`config.mk`:
```
export PLATFORM = sky130hd
export DESIGN_NAME = ws2812_ram_arbiter
export DESIGN_NICKNAME = d
export VERILOG_FILES = /design/src/rtl/ws2812_pkg.sv /design/src/rtl/ws2812_bank_decode.sv /design/src/rtl/ws2812_ram_arbiter.sv
export SDC_FILE = /design/constraint.sdc
export NUM_CORES = 1
export LEC_CHECK = 0
export ABC_AREA = 1
export CAP_MARGIN = 0
export CORE_MARGIN = 2
export CORE_UTILIZATION = 46
export CTS_CLUSTER_SIZE = 30
export DETAILED_ROUTE_END_ITERATION = 7
export GPL_TIMING_DRIVEN = 0
export PLACE_DENSITY = 0.84
export SKIP_LAST_GASP = 1
export SYNTH_ARGS = -nofsm -noshare
export SYNTH_HDL_FRONTEND = slang
export SYNTH_SLANG_ARGS = --single-unit
```
`constraint.sdc`:
```
create_clock -name clk_sb -period 3.5 [get_ports clk_sb]
set_input_delay 0.35 -clock clk_sb [delete_from_list [all_inputs] [get_ports clk_sb]]
set_output_delay 0.35 -clock clk_sb [all_outputs]
set_load 0.005 [all_outputs]
```
`src/rtl/ws2812_pkg.sv`:
```
// Shared state/owner encodings and bus widths for the WS2812 LED byte RAM arbiter.
package ws2812_pkg;

    localparam int unsigned BANK_W      = 4;
    localparam int unsigned BANK_ADDR_W = 9;
    localparam int unsigned RAM_ADDR_W  = 13;
    localparam int unsigned DATA_W      = 8;
    localparam int unsigned BURST_W     = 8;

    typedef enum logic [1:0] {
        StIdle   = 2'b00,
        StGrant0 = 2'b01,
        StGrant1 = 2'b10
    } arb_state_e;

    localparam logic [1:0] OwnerNone = 2'b00;
    localparam logic [1:0] OwnerRq0  = 2'b01;
    localparam logic [1:0] OwnerRq1  = 2'b10;

    function automatic logic [BURST_W-1:0] sat_inc(input logic [BURST_W-1:0] v);
        return (&v) ? v : v + 1'b1;
    endfunction

endpackage

```
`src/rtl/ws2812_bank_decode.sv`:
```
// Bank index to one-hot vector; all-zero when the enable is low.
module ws2812_bank_decode
    import ws2812_pkg::*;
#(
    parameter int unsigned NumBanks = 16
) (
    input  logic [BANK_W-1:0]   bank_i,
    input  logic                en_i,
    output logic [NumBanks-1:0] onehot_o
);

    always_comb begin
        onehot_o = '0;
        for (int unsigned b = 0; b < NumBanks; b++) begin
            onehot_o[b] = en_i && (bank_i == BANK_W'(b));
        end
    end

endmodule

```
`src/rtl/ws2812_ram_arbiter.sv`:
```
// Two-requester arbiter for the 16-bank LED byte RAM with bounded bursts.
// Define WS2812_ARB_FIXED_PRIO_EN to give rq0 fixed priority instead of round-robin.
module ws2812_ram_arbiter
    import ws2812_pkg::*;
#(
    parameter int unsigned MAX_BURST = 64,
    parameter int unsigned NUM_BANKS = 16
) (
    input  logic                   clk_sb,
    input  logic                   reset,
    input  logic                   rq0_req,
    input  logic                   rq0_lock,
    input  logic                   rq0_we,
    input  logic [RAM_ADDR_W-1:0]  rq0_addr,
    input  logic [DATA_W-1:0]      rq0_wdata,
    output logic                   rq0_gnt,
    output logic                   rq0_rvalid,
    output logic [DATA_W-1:0]      rq0_rdata,
    input  logic                   rq1_req,
    input  logic                   rq1_lock,
    input  logic                   rq1_we,
    input  logic [RAM_ADDR_W-1:0]  rq1_addr,
    input  logic [DATA_W-1:0]      rq1_wdata,
    output logic                   rq1_gnt,
    output logic                   rq1_rvalid,
    output logic [DATA_W-1:0]      rq1_rdata,
    output logic [NUM_BANKS-1:0]   ram_sel,
    output logic [NUM_BANKS-1:0]   ram_we,
    output logic [BANK_ADDR_W-1:0] ram_addr,
    output logic [DATA_W-1:0]      ram_wdata,
    input  logic [DATA_W-1:0]      ram_rdata,
    output logic [1:0]             owner
);

    localparam logic [BURST_W-1:0] BurstMax = BURST_W'(MAX_BURST);

    arb_state_e           state_q, state_d;
    logic                 last_owner_q, last_owner_d;
    logic [BURST_W-1:0]   burst_cnt_q, burst_cnt_d;
    logic [BURST_W-1:0]   burst_inc;
    logic                 limit_hit;

    logic                 acc0, acc1, acc;
    logic [RAM_ADDR_W-1:0] acc_addr;
    logic                 acc_we;
    logic [DATA_W-1:0]    acc_wdata;

    logic [NUM_BANKS-1:0]   ram_sel_q, ram_sel_d;
    logic [NUM_BANKS-1:0]   ram_we_q, ram_we_d;
    logic [BANK_ADDR_W-1:0] ram_addr_q, ram_addr_d;
    logic [DATA_W-1:0]      ram_wdata_q, ram_wdata_d;
    // Read tag pipeline: stage 1 tracks the RAM strobe, stage 2 the data return.
    logic rd_v1_q, rd_v1_d, rd_own1_q, rd_own1_d;
    logic rd_v2_q, rd_v2_d, rd_own2_q, rd_own2_d;

    assign acc0 = (state_q == StGrant0) && rq0_req;
    assign acc1 = (state_q == StGrant1) && rq1_req;
    assign acc  = acc0 | acc1;

    assign burst_inc = sat_inc(burst_cnt_q);
    assign limit_hit = (burst_inc >= BurstMax);

    always_comb begin
        state_d      = state_q;
        last_owner_d = last_owner_q;
        burst_cnt_d  = burst_cnt_q;
        case (state_q)
            StIdle: begin
                burst_cnt_d = '0;
`ifdef WS2812_ARB_FIXED_PRIO_EN
                if (rq0_req) begin
                    state_d = StGrant0;
                end else if (rq1_req) begin
                    state_d = StGrant1;
                end
`else
                if (rq0_req && rq1_req) begin
                    state_d = last_owner_q ? StGrant0 : StGrant1;
                end else if (rq0_req) begin
                    state_d = StGrant0;
                end else if (rq1_req) begin
                    state_d = StGrant1;
                end
`endif
            end
            StGrant0: begin
                if (rq0_req) begin
                    burst_cnt_d = burst_inc;
                end
                if (!rq0_lock) begin
                    if (!rq0_req || (limit_hit && rq1_req)) begin
                        state_d      = rq1_req ? StGrant1 : StIdle;
                        last_owner_d = 1'b0;
                        burst_cnt_d  = '0;
                    end else if (limit_hit) begin
                        burst_cnt_d = '0;
                    end
                end
            end
            StGrant1: begin
                if (rq1_req) begin
                    burst_cnt_d = burst_inc;
                end
`ifdef WS2812_ARB_FIXED_PRIO_EN
                // rq0 preempts as soon as rq1 is not locked; no burst limit for rq1.
                if (!rq1_lock && (!rq1_req || rq0_req)) begin
                    state_d      = rq0_req ? StGrant0 : StIdle;
                    last_owner_d = 1'b1;
                    burst_cnt_d  = '0;
                end
`else
                if (!rq1_lock) begin
                    if (!rq1_req || (limit_hit && rq0_req)) begin
                        state_d      = rq0_req ? StGrant0 : StIdle;
                        last_owner_d = 1'b1;
                        burst_cnt_d  = '0;
                    end else if (limit_hit) begin
                        burst_cnt_d = '0;
                    end
                end
`endif
            end
            default: state_d = StIdle;
        endcase
    end

    always_comb begin
        acc_addr  = rq0_addr;
        acc_we    = rq0_we;
        acc_wdata = rq0_wdata;
        if (state_q == StGrant1) begin
            acc_addr  = rq1_addr;
            acc_we    = rq1_we;
            acc_wdata = rq1_wdata;
        end
    end

    ws2812_bank_decode #(
        .NumBanks (NUM_BANKS)
    ) u_sel_dec (
        .bank_i   (acc_addr[RAM_ADDR_W-1:BANK_ADDR_W]),
        .en_i     (acc),
        .onehot_o (ram_sel_d)
    );

    ws2812_bank_decode #(
        .NumBanks (NUM_BANKS)
    ) u_we_dec (
        .bank_i   (acc_addr[RAM_ADDR_W-1:BANK_ADDR_W]),
        .en_i     (acc & acc_we),
        .onehot_o (ram_we_d)
    );

    always_comb begin
        ram_addr_d  = ram_addr_q;
        ram_wdata_d = ram_wdata_q;
        if (acc) begin
            ram_addr_d  = acc_addr[BANK_ADDR_W-1:0];
            ram_wdata_d = acc_wdata;
        end
        rd_v1_d   = acc & ~acc_we;
        rd_own1_d = acc1;
        rd_v2_d   = rd_v1_q;
        rd_own2_d = rd_own1_q;
    end

    always_ff @(posedge clk_sb) begin
        if (reset) begin
            state_q      <= StIdle;
            last_owner_q <= 1'b1;
            burst_cnt_q  <= '0;
            ram_sel_q    <= '0;
            ram_we_q     <= '0;
            ram_addr_q   <= '0;
            ram_wdata_q  <= '0;
            rd_v1_q      <= 1'b0;
            rd_own1_q    <= 1'b0;
            rd_v2_q      <= 1'b0;
            rd_own2_q    <= 1'b0;
        end else begin
            state_q      <= state_d;
            last_owner_q <= last_owner_d;
            burst_cnt_q  <= burst_cnt_d;
            ram_sel_q    <= ram_sel_d;
            ram_we_q     <= ram_we_d;
            ram_addr_q   <= ram_addr_d;
            ram_wdata_q  <= ram_wdata_d;
            rd_v1_q      <= rd_v1_d;
            rd_own1_q    <= rd_own1_d;
            rd_v2_q      <= rd_v2_d;
            rd_own2_q    <= rd_own2_d;
        end
    end

    always_comb begin
        case (state_q)
            StGrant0: owner = OwnerRq0;
            StGrant1: owner = OwnerRq1;
            default:  owner = OwnerNone;
        endcase
    end

    assign rq0_gnt    = (state_q == StGrant0);
    assign rq1_gnt    = (state_q == StGrant1);
    assign rq0_rvalid = rd_v2_q & ~rd_own2_q;
    assign rq1_rvalid = rd_v2_q & rd_own2_q;
    assign rq0_rdata  = ram_rdata;
    assign rq1_rdata  = ram_rdata;
    assign ram_sel    = ram_sel_q;
    assign ram_we     = ram_we_q;
    assign ram_addr   = ram_addr_q;
    assign ram_wdata  = ram_wdata_q;

endmodule

```
* Word-level counts from Yosys, hierarchy flattened
Cells that the tools add are included.
Operators by class: $add $sub $neg 1, $lt $le $gt $ge 1, eq/ne operators 22, muxes and demuxes 30, bitwise logic cells 7, reductions and logical operators 48
Operator list (count):
- $mux W8 | 10
- $logic_and A1 B1 Y1 | 37
- $eq A4 B4 Y1 const B | 8
- $pmux W8 S3 | 1
- $mux W2 | 9
- $eq A4 B3 Y1 const B | 4
- $mux W13 | 1
- $reduce_and A5 Y1 | 2
- $add A8 B1 Y8 const B | 1
- $eq A4 B2 Y1 const B | 2
- $ge A8 B7 Y1 const B | 1
- $reduce_and A8 Y1 | 1
- $mux W1 | 6
- $pmux W2 S3 | 1
- $and A1 B1 Y1 | 4
- $eq A4 B1 Y1 const B | 1
- $logic_not A4 Y1 | 1
- $ne A2 B1 Y1 const B | 2
- $ne A2 B2 Y1 const B | 2
- $ne A4 B4 Y1 const B | 1
- $pmux W2 S2 | 1
- $reduce_bool A3 Y1 | 1
- $eq A2 B1 Y1 const B | 1
- $eq A2 B2 Y1 const B | 1
- 7 further kinds | 10
Storage, ports and cells: bits in registers 64, input bits 58, output and inout port bits 71, word-level logic and storage cells 120

* Longest topological paths before layout
Gate-level depths: netlist of the first run.
depth after elaboration 8, gate-level depth with buffers 13, depth with buffers taken out 13

* By module
A second synthesis of the first run with hierarchy kept.
Unflattened totals: cells, all modules 495, area, all modules 3369.5 um2
Modules (own cells, without submodules):
- ws2812_ram_arbiter | times used 1, cells an instance 429, area each 3111.7 um2, seq. area each 1281.2 um2
- ws2812_bank_decode | times used 2, cells an instance 33, area each 128.9 um2, seq. area each 0.0 um2

* Worst setup path before layout of the first run
Ideal clock, no wire load.
path kind reg2reg, start point register state_q[0], end point register ram_we_q[10] (netlist: ram_we[10]), library setup time 78 ps, data arrival time 1567 ps, required time 3422 ps, setup slack 1855 ps, stages on the path, launching flop included 10, path buffers 1, period minus slack after synthesis 1645 ps, path through dfxtp_1 inv_1 ha_1 buf_4 nand2_1 nand2_1 inv_1 nor3_1 nand2_1 nor3_1
On the way: longest elaborated chain between the ends 5, elaborated cells on any way between the ends 10, those cells by class 3 x eq/ne; 2 x mux; 2 x bitwise; 3 x reduce/logical
Ends and longest elaborated chain:
- from (decl) | line ws2812_ram_arbiter.sv:37 | arb_state_e state_q, state_d;
- from (signal assigned) | line ws2812_ram_arbiter.sv:169 | state_q <= StIdle;
- from (signal assigned) | line ws2812_ram_arbiter.sv:181 | state_q <= state_d;
- $eq A2 B2 Y1 (*)
- named net rq1_gnt | line ws2812_ram_arbiter.sv:24 | output logic rq1_gnt,
- $logic_and A1 B1 Y1 | line ws2812_ram_arbiter.sv:57 | assign acc1 = (state_q == StGrant1) && rq1_req;
- $or A1 B1 Y1 | line ws2812_ram_arbiter.sv:58 | assign acc = acc0 | acc1;
- $and A1 B1 Y1 | line ws2812_ram_arbiter.sv:150 | .en_i (acc & acc_we),
- $logic_and A1 B1 Y1 (*) | line ws2812_bank_decode.sv:15 | onehot_o[b] = en_i && (bank_i == BANK_W'(b));
- to (signal assigned) | line ws2812_ram_arbiter.sv:185 | ram_we_q <= ram_we_d;
- to (decl) | line ws2812_ram_arbiter.sv:49 | logic [NUM_BANKS-1:0] ram_we_q, ram_we_d;
Mark *: on every way through the listed nets, which the timed path passes. The rest lies on a longest branch. A chain may end at the register's enable or synchronous reset.

* Worst setup path in the final report of the first run
start point register state_q[0], end point register ram_we_q[11] (netlist: ram_we[11])
On the way: longest elaborated chain between the ends 5, elaborated cells on any way between the ends 10, those cells by class 3 x eq/ne; 2 x mux; 2 x bitwise; 3 x reduce/logical
Ends and longest elaborated chain (line):
- $eq A2 B1 Y1 / $eq A2 B2 Y1 (equally long branches) | ws2812_ram_arbiter.sv:56, ws2812_ram_arbiter.sv:57, ws2812_ram_arbiter.sv:131
- $logic_and A1 B1 Y1, on equally long branches | ws2812_ram_arbiter.sv:56, ws2812_ram_arbiter.sv:57
- $or A1 B1 Y1 | ws2812_ram_arbiter.sv:58
- $and A1 B1 Y1 | ws2812_ram_arbiter.sv:150
- $logic_and A1 B1 Y1 (*) | ws2812_bank_decode.sv:15
Mark *: on every way between the ends. The rest lies on a longest branch, timed or not.

==> results of run 1 <==
[area by class of cell]
type,count,area (um^2)
Inverter,54,206
Timing Repair Buffer,120,1200
Tap cell,77,96.3
Multi-Input combinational cell,279,1390
Clock buffer,10,138
Fill cell,482,1830
Buffer,34,213
Sequential cell,64,1280
Clock inverter,6,67.6
[sequential cells by signal, summed over array words and instances (netlist names)]
| name | count |
|---|---|
| ram_sel | 16 |
| ram_we | 16 |
| ram_addr | 9 |
| burst_cnt_q | 8 |
| ram_wdata | 8 |
| state_q | 2 |
| last_owner_q | 1 |
| rd_own1_q | 1 |
| rd_own2_q | 1 |
| rd_v1_q | 1 |
| rd_v2_q | 1 |
[cells by family after synthesis]
group | count (synthesis)
adder cells (fa/ha/maj) | 5
AO/OA/AOI/OAI | 80
AND/OR/NAND/NOR | 190
XOR/XNOR | 2
buffers and inverters | 88
multiplexers | 2
flip-flops | 64
[layout by cell type (no fill, tap or decap), types with 2 or more instances in the layout]
master / instances
a21oi_1: 42
a21oi_2: 6
buf_1: 3
buf_2: 2
buf_4: 20
clkbuf_1: 8
clkbuf_8: 10
clkdlybuf4s50_1: 120
clkinv_2: 2
clkinvlp_4: 2
dfxtp_1: 64
ha_1: 5
inv_1: 50
mux2i_1: 2
nand2_1: 73
nand2_2: 2
nand2_4: 3
nand3_1: 23
nand3_2: 3
nand4_1: 6
nor2_1: 57
nor3_1: 18
o21ai_0: 25
o21ai_1: 2
o21bai_1: 2
or2_2: 2
[power breakdown]
part           leakage (uW)  internal, uW  switching, uW
Sequential         0.000519           830           56.2
Clock             0.0000989           350            291
Combinational       0.00131           448            567
[worst max-delay path, delay by kind of cell (launching register included)]
kind	cells	cell delay, ps
adder cells (fa/ha/maj)	1	250
buffers and inverters	3	430
AND/OR/NAND/NOR	5	1060
flip-flops	1	340
[metrics by stage]
step / worst slack, ps / power, uW
after detailed placement: 1270 / 1900
after global routing: 1140 / 2710
final: 1330 / 2540
after floorplan: 1850 / 1470
after CTS: 1330 / 2550
after global placement: 1340 / 1880
[metal layers]
layer  wire (um)  global-route usage, %  part of all wire [%]
met5           0                      0                     0
met4         237                   11.8                   2.8
met3         772                   8.18                   9.1
met2        4170                   39.3                    49
met1        3280                   26.1                    39
[worst paths after layout]
path | from | to | slack (ps) | depth (start not counted)
worst max-delay path | state_q[0]$_SDFFE_PP0P_ | ram_we[11]$_SDFF_PP0_ | 1330 | 9
worst min-delay path | rd_v1_q$_SDFF_PP0_ | rd_v2_q$_SDFF_PP0_ | 410 | 2
worst max register to register | state_q[0]$_SDFFE_PP0P_ | ram_we[11]$_SDFF_PP0_ | 1330 | 9
worst min register to register | rd_v1_q$_SDFF_PP0_ | rd_v2_q$_SDFF_PP0_ | 410 | 2
==> results.ini, run 1 <==
[run_status]
outcome = complete, but fails checks
violations = DRC

[timing]
maxSlewViolCount = 0
skew_ps = 6.33
maxSlewHeadroom_pct = 57.5
tns_ps = 0
setup_viol = 0
min_period_ps = 2170
holdWs_ps = 406
rsz0062_at_grt = no
fmax_mhz = 461
tightest_slew_ps = 620
period_share_pct = 61.9
finalHoldViolCount = 0

[synth]
synth_area_leaders = dfxtp_1, nand2_1, nor2_1
synthCells = 431
synth_top_area_cell = dfxtp_1
synth_top_area_share_pct = 41.5
synth_most_common_cell = nand2_1
synth_top_family_by_area = simple AND/OR/NAND/NOR gates
synthAdderAreaFrac_pct = 2.03
synth-xor-area-share_pct = 0.568
yosysSeqAreaShare_pct = 41.5
ys_ff_latch = 64
ys_warn_count = 0
yosys.area_share.simple_pct = 27.5
synthArstFlopShare_pct = 0
synth_compound_area_share_pct = 14.1
synth_area_per_cell_um2 = 7.16
syn_area_um2 = 3090
synth_edf_count = 0
synthFlopType = dfxtp_1
synthMuxAreaShare_pct = 0.649
ys_types = 35
synth_nets = 494
yosys-top-cells-count = nand2_1, dfxtp_1, nor2_1, inv_1, a21oi_1

[clocking]
clock_sinks = 64
htreeDepth = 3
ctsHoldBuffers = 0
cts_made_buffers = 9
post_cts_buffers = 0
clk_latency_ps = 340
cts_tree = done
cts-resized-gates = 0
cts_root_buffer = clkbuf_8
clockBufferDepth = 2
path_clk_slew_ps = 70

[hold_path]
hold_path.class = register to register

[critical_path]
worstSetupPathType = register to register
cp.required_ps = 3750
cp_cell_sequence = inv_1 -> ha_1 -> buf_4 -> nand2_1 -> nand2_1 -> inv_1 -> nor3_1 -> nand2_1 -> nor3_1
cp_max_fo = 10
endpoint_kind = register
crit_slowest_cell = dfxtp_1
slowest_delay_ps = 340
critPathMostFrequentCell = nand2_1
startpoint_type = register
cp.arrival_ps = 2410

[layout]
area_delta_synth_final_pct = 48.7
fin_nets = 625
num_antenna_cells = 0
drive_above_1_share_pct = 10.8
post-route-util_pct = 71.4
final_area_um2 = 4590
stdcell_count = 644

[floorplan]
start_util_pct = 48.0
core_area_um2 = 6420
die_h_um = 85.9
die_w_um = 85.9
fp-row-count = 29
design.die.area_um2 = 7380
num_io_pins = 129

[power]
power_density_nw_per_um2 = 554
vdd_ir_drop_max_mv = 0.350
p_leak_uw = 0.00193

[detailed_routing]
drc = 2
ant_nets = 0
avgRoutedWirePerCell_um = 13.1
drt-vias-per-instance = 5.02
vias = 3234
first_pass_iters = 8
drt_iter0_markers = 208
wl_um = 8470

[flow_run]
drv_cap = 0

[grt]
antenna_found_initial = 0
grt-ovfl-total = 0
grt.total_usage_pct = 23.4
grt_first_pass_wirelength_um = 13700
grt_max_degree = 13
grt_pass1_vias = 3118

[placed_design]
placedInstanceArea_um2 = 4380
port_buffers = 120
place_congestion = 0.911
place_hpwl_um = 6540
dpl.cell_count = 628

(Power assumes the default switching activity.)
==> run 2: changes to the inputs <==
Settings changed: CORE_UTILIZATION 46 to 43, PLACE_DENSITY 0.84 to 0.8.
Clock period 3.5 ns to 2.08 ns, I/O delays scaled along.
==> results.ini, run 2 (synthesis gave the netlist of run 1 again) <==
[critical_path]
ff2ff_setup_slack_ps = 110
cp.buffers_inverters = 3
crit_slowest_cell = clkdlybuf4s50_1
worstSetupStartpoint = state_q[1]$_SDFFE_PP0P_
cp.required_ps = 1870
reg2reg_to = ram_we[8]$_SDFF_PP0_
startpoint_type = register
rr_worst_depth = 9
slowest_delay_ps = 480
worst-path-stages = 4
crit_family = buffers and inverters
endpoint_kind = primary output
cp_max_fo = 9
cp-endpoint = owner[0]
cp.arrival_ps = 1790
r2r-start = state_q[0]$_SDFFE_PP0P_
worstSetupPathType = register to primary output
cp_cell_sequence = inv_1 -> ha_1 -> buf_4 -> clkdlybuf4s50_1

[layout]
fin_nets = 625
area_delta_synth_final_pct = 51.5
stdcell_count = 663
final_common_cell = clkdlybuf4s50_1
drive_above_1_share_pct = 12.7
layout_common_cells = clkdlybuf4s50_1, nand2_1, dfxtp_1
num_antenna_cells = 0
post-route-util_pct = 68.1

[clocking]
cts-resized-gates = 6
clockBufferDepth = 2
post_cts_buffers = 0
clk_latency_ps = 350
htreeDepth = 3
cts_made_buffers = 9
cts_tree = done
cts_root_buffer = clkbuf_8
path_clk_slew_ps = 70
clock_sinks = 64
ctsHoldBuffers = 0

[floorplan]
die_h_um = 88.7
design.die.area_um2 = 7870
die_w_um = 88.7
fp-row-count = 30
num_io_pins = 129
start_util_pct = 44.9
core_area_um2 = 6870

[flow_run]
drv_cap = 0

[placed_design]
place_hpwl_um = 6560
dpl.cell_count = 647
port_buffers = 120
place_congestion = 0.918

[power]
p_leak_uw = 0.00195
power_density_nw_per_um2 = 959
vdd_ir_drop_max_mv = 0.621

[grt]
grt.total_usage_pct = 23.0
grt-ovfl-total = 0
grt_first_pass_wirelength_um = 13800
antenna_found_initial = 0
grt_max_degree = 14
grt_pass1_vias = 3156

[timing]
maxSlewViolCount = 0
rsz0062_at_grt = yes
min_period_ps = 2000
fmax_mhz = 500
skew_ps = 8.00
setup_viol = 0
maxSlewHeadroom_pct = 57.4
period_share_pct = 96.1
tightest_slew_ps = 637
tns_ps = 0
finalHoldViolCount = 0

[detailed_routing]
drt-vias-per-instance = 4.86
ant_nets = 0
drc = 0
wl_um = 8780
avgRoutedWirePerCell_um = 13.2
drt_iter0_markers = 215
first_pass_iters = 4
vias = 3225

[run_status]
outcome = finished clean

[hold_path]
hold_path.class = register to register

run 2: layout make-up:
class | count | area [um^2]
inverter | 54 | 206
fill | 580 | 2190
multi-input combinational | 279 | 1420
clock inverter | 7 | 103
tap | 96 | 120
timing repair buffer | 120 | 1200
buffer | 34 | 219
clock buffer | 9 | 124
sequential | 64 | 1280
run 2: metal layers:
layer | global-route usage [%] | wire length, um
met1 | 25.8 | 3460
met2 | 38.5 | 4250
met3 | 8.77 | 822
met4 | 11.0 | 241
met5 | 0 | 0
run 2: how the worst min path moves through the flow:
stage | start | endpoint | slack [ps] | cells after the start
after global routing | rd_v1_q$_SDFF_PP0_ | rd_v2_q$_SDFF_PP0_ | 430 | 2
after global placement | rd_v1_q$_SDFF_PP0_ | rd_v2_q$_SDFF_PP0_ | 400 | 2
final | rd_v1_q$_SDFF_PP0_ | rd_v2_q$_SDFF_PP0_ | 410 | 2
after floorplan | reset | burst_cnt_q[0]$_SDFFE_PP0P_ | 270 | 1
after CTS | rd_v1_q$_SDFF_PP0_ | rd_v2_q$_SDFF_PP0_ | 410 | 2
after detailed placement | rd_v1_q$_SDFF_PP0_ | rd_v2_q$_SDFF_PP0_ | 400 | 2
run 2: report_power, final:
part	leakage, uW	internal, uW	switching (uW)
logic	0.00132	778	992
registers	0.000519	1400	94.5
clock network	0.000110	687	533
total	0.00195	2860	1620
run 2: stage by stage:
step | setup slack, ps | power [uW] | cell area (um^2) | hold slack (ps)
6_report | 80.8 | 4480 | 4670 | 405
5_1_grt | -43.5 | 4760 | 4670 | 434
4_1_cts | 16.2 | 4470 | 4650 | 407
3_5_place_dp | -132 | 3230 | 4410 | 397
3_3_place_gp | -7.94 | 3180 | 4410 | 396
2_1_floorplan | 435 | 2470 | 3090 | 270
run 2: worst min-delay path, delay by kind of cell, from the launching register on:
| kind | cells | cell delay, ps |
|---|---|---|
| flops | 1 | 300 |
| buf+inv | 1 | 40 |
| simple gates | 1 | 30 |
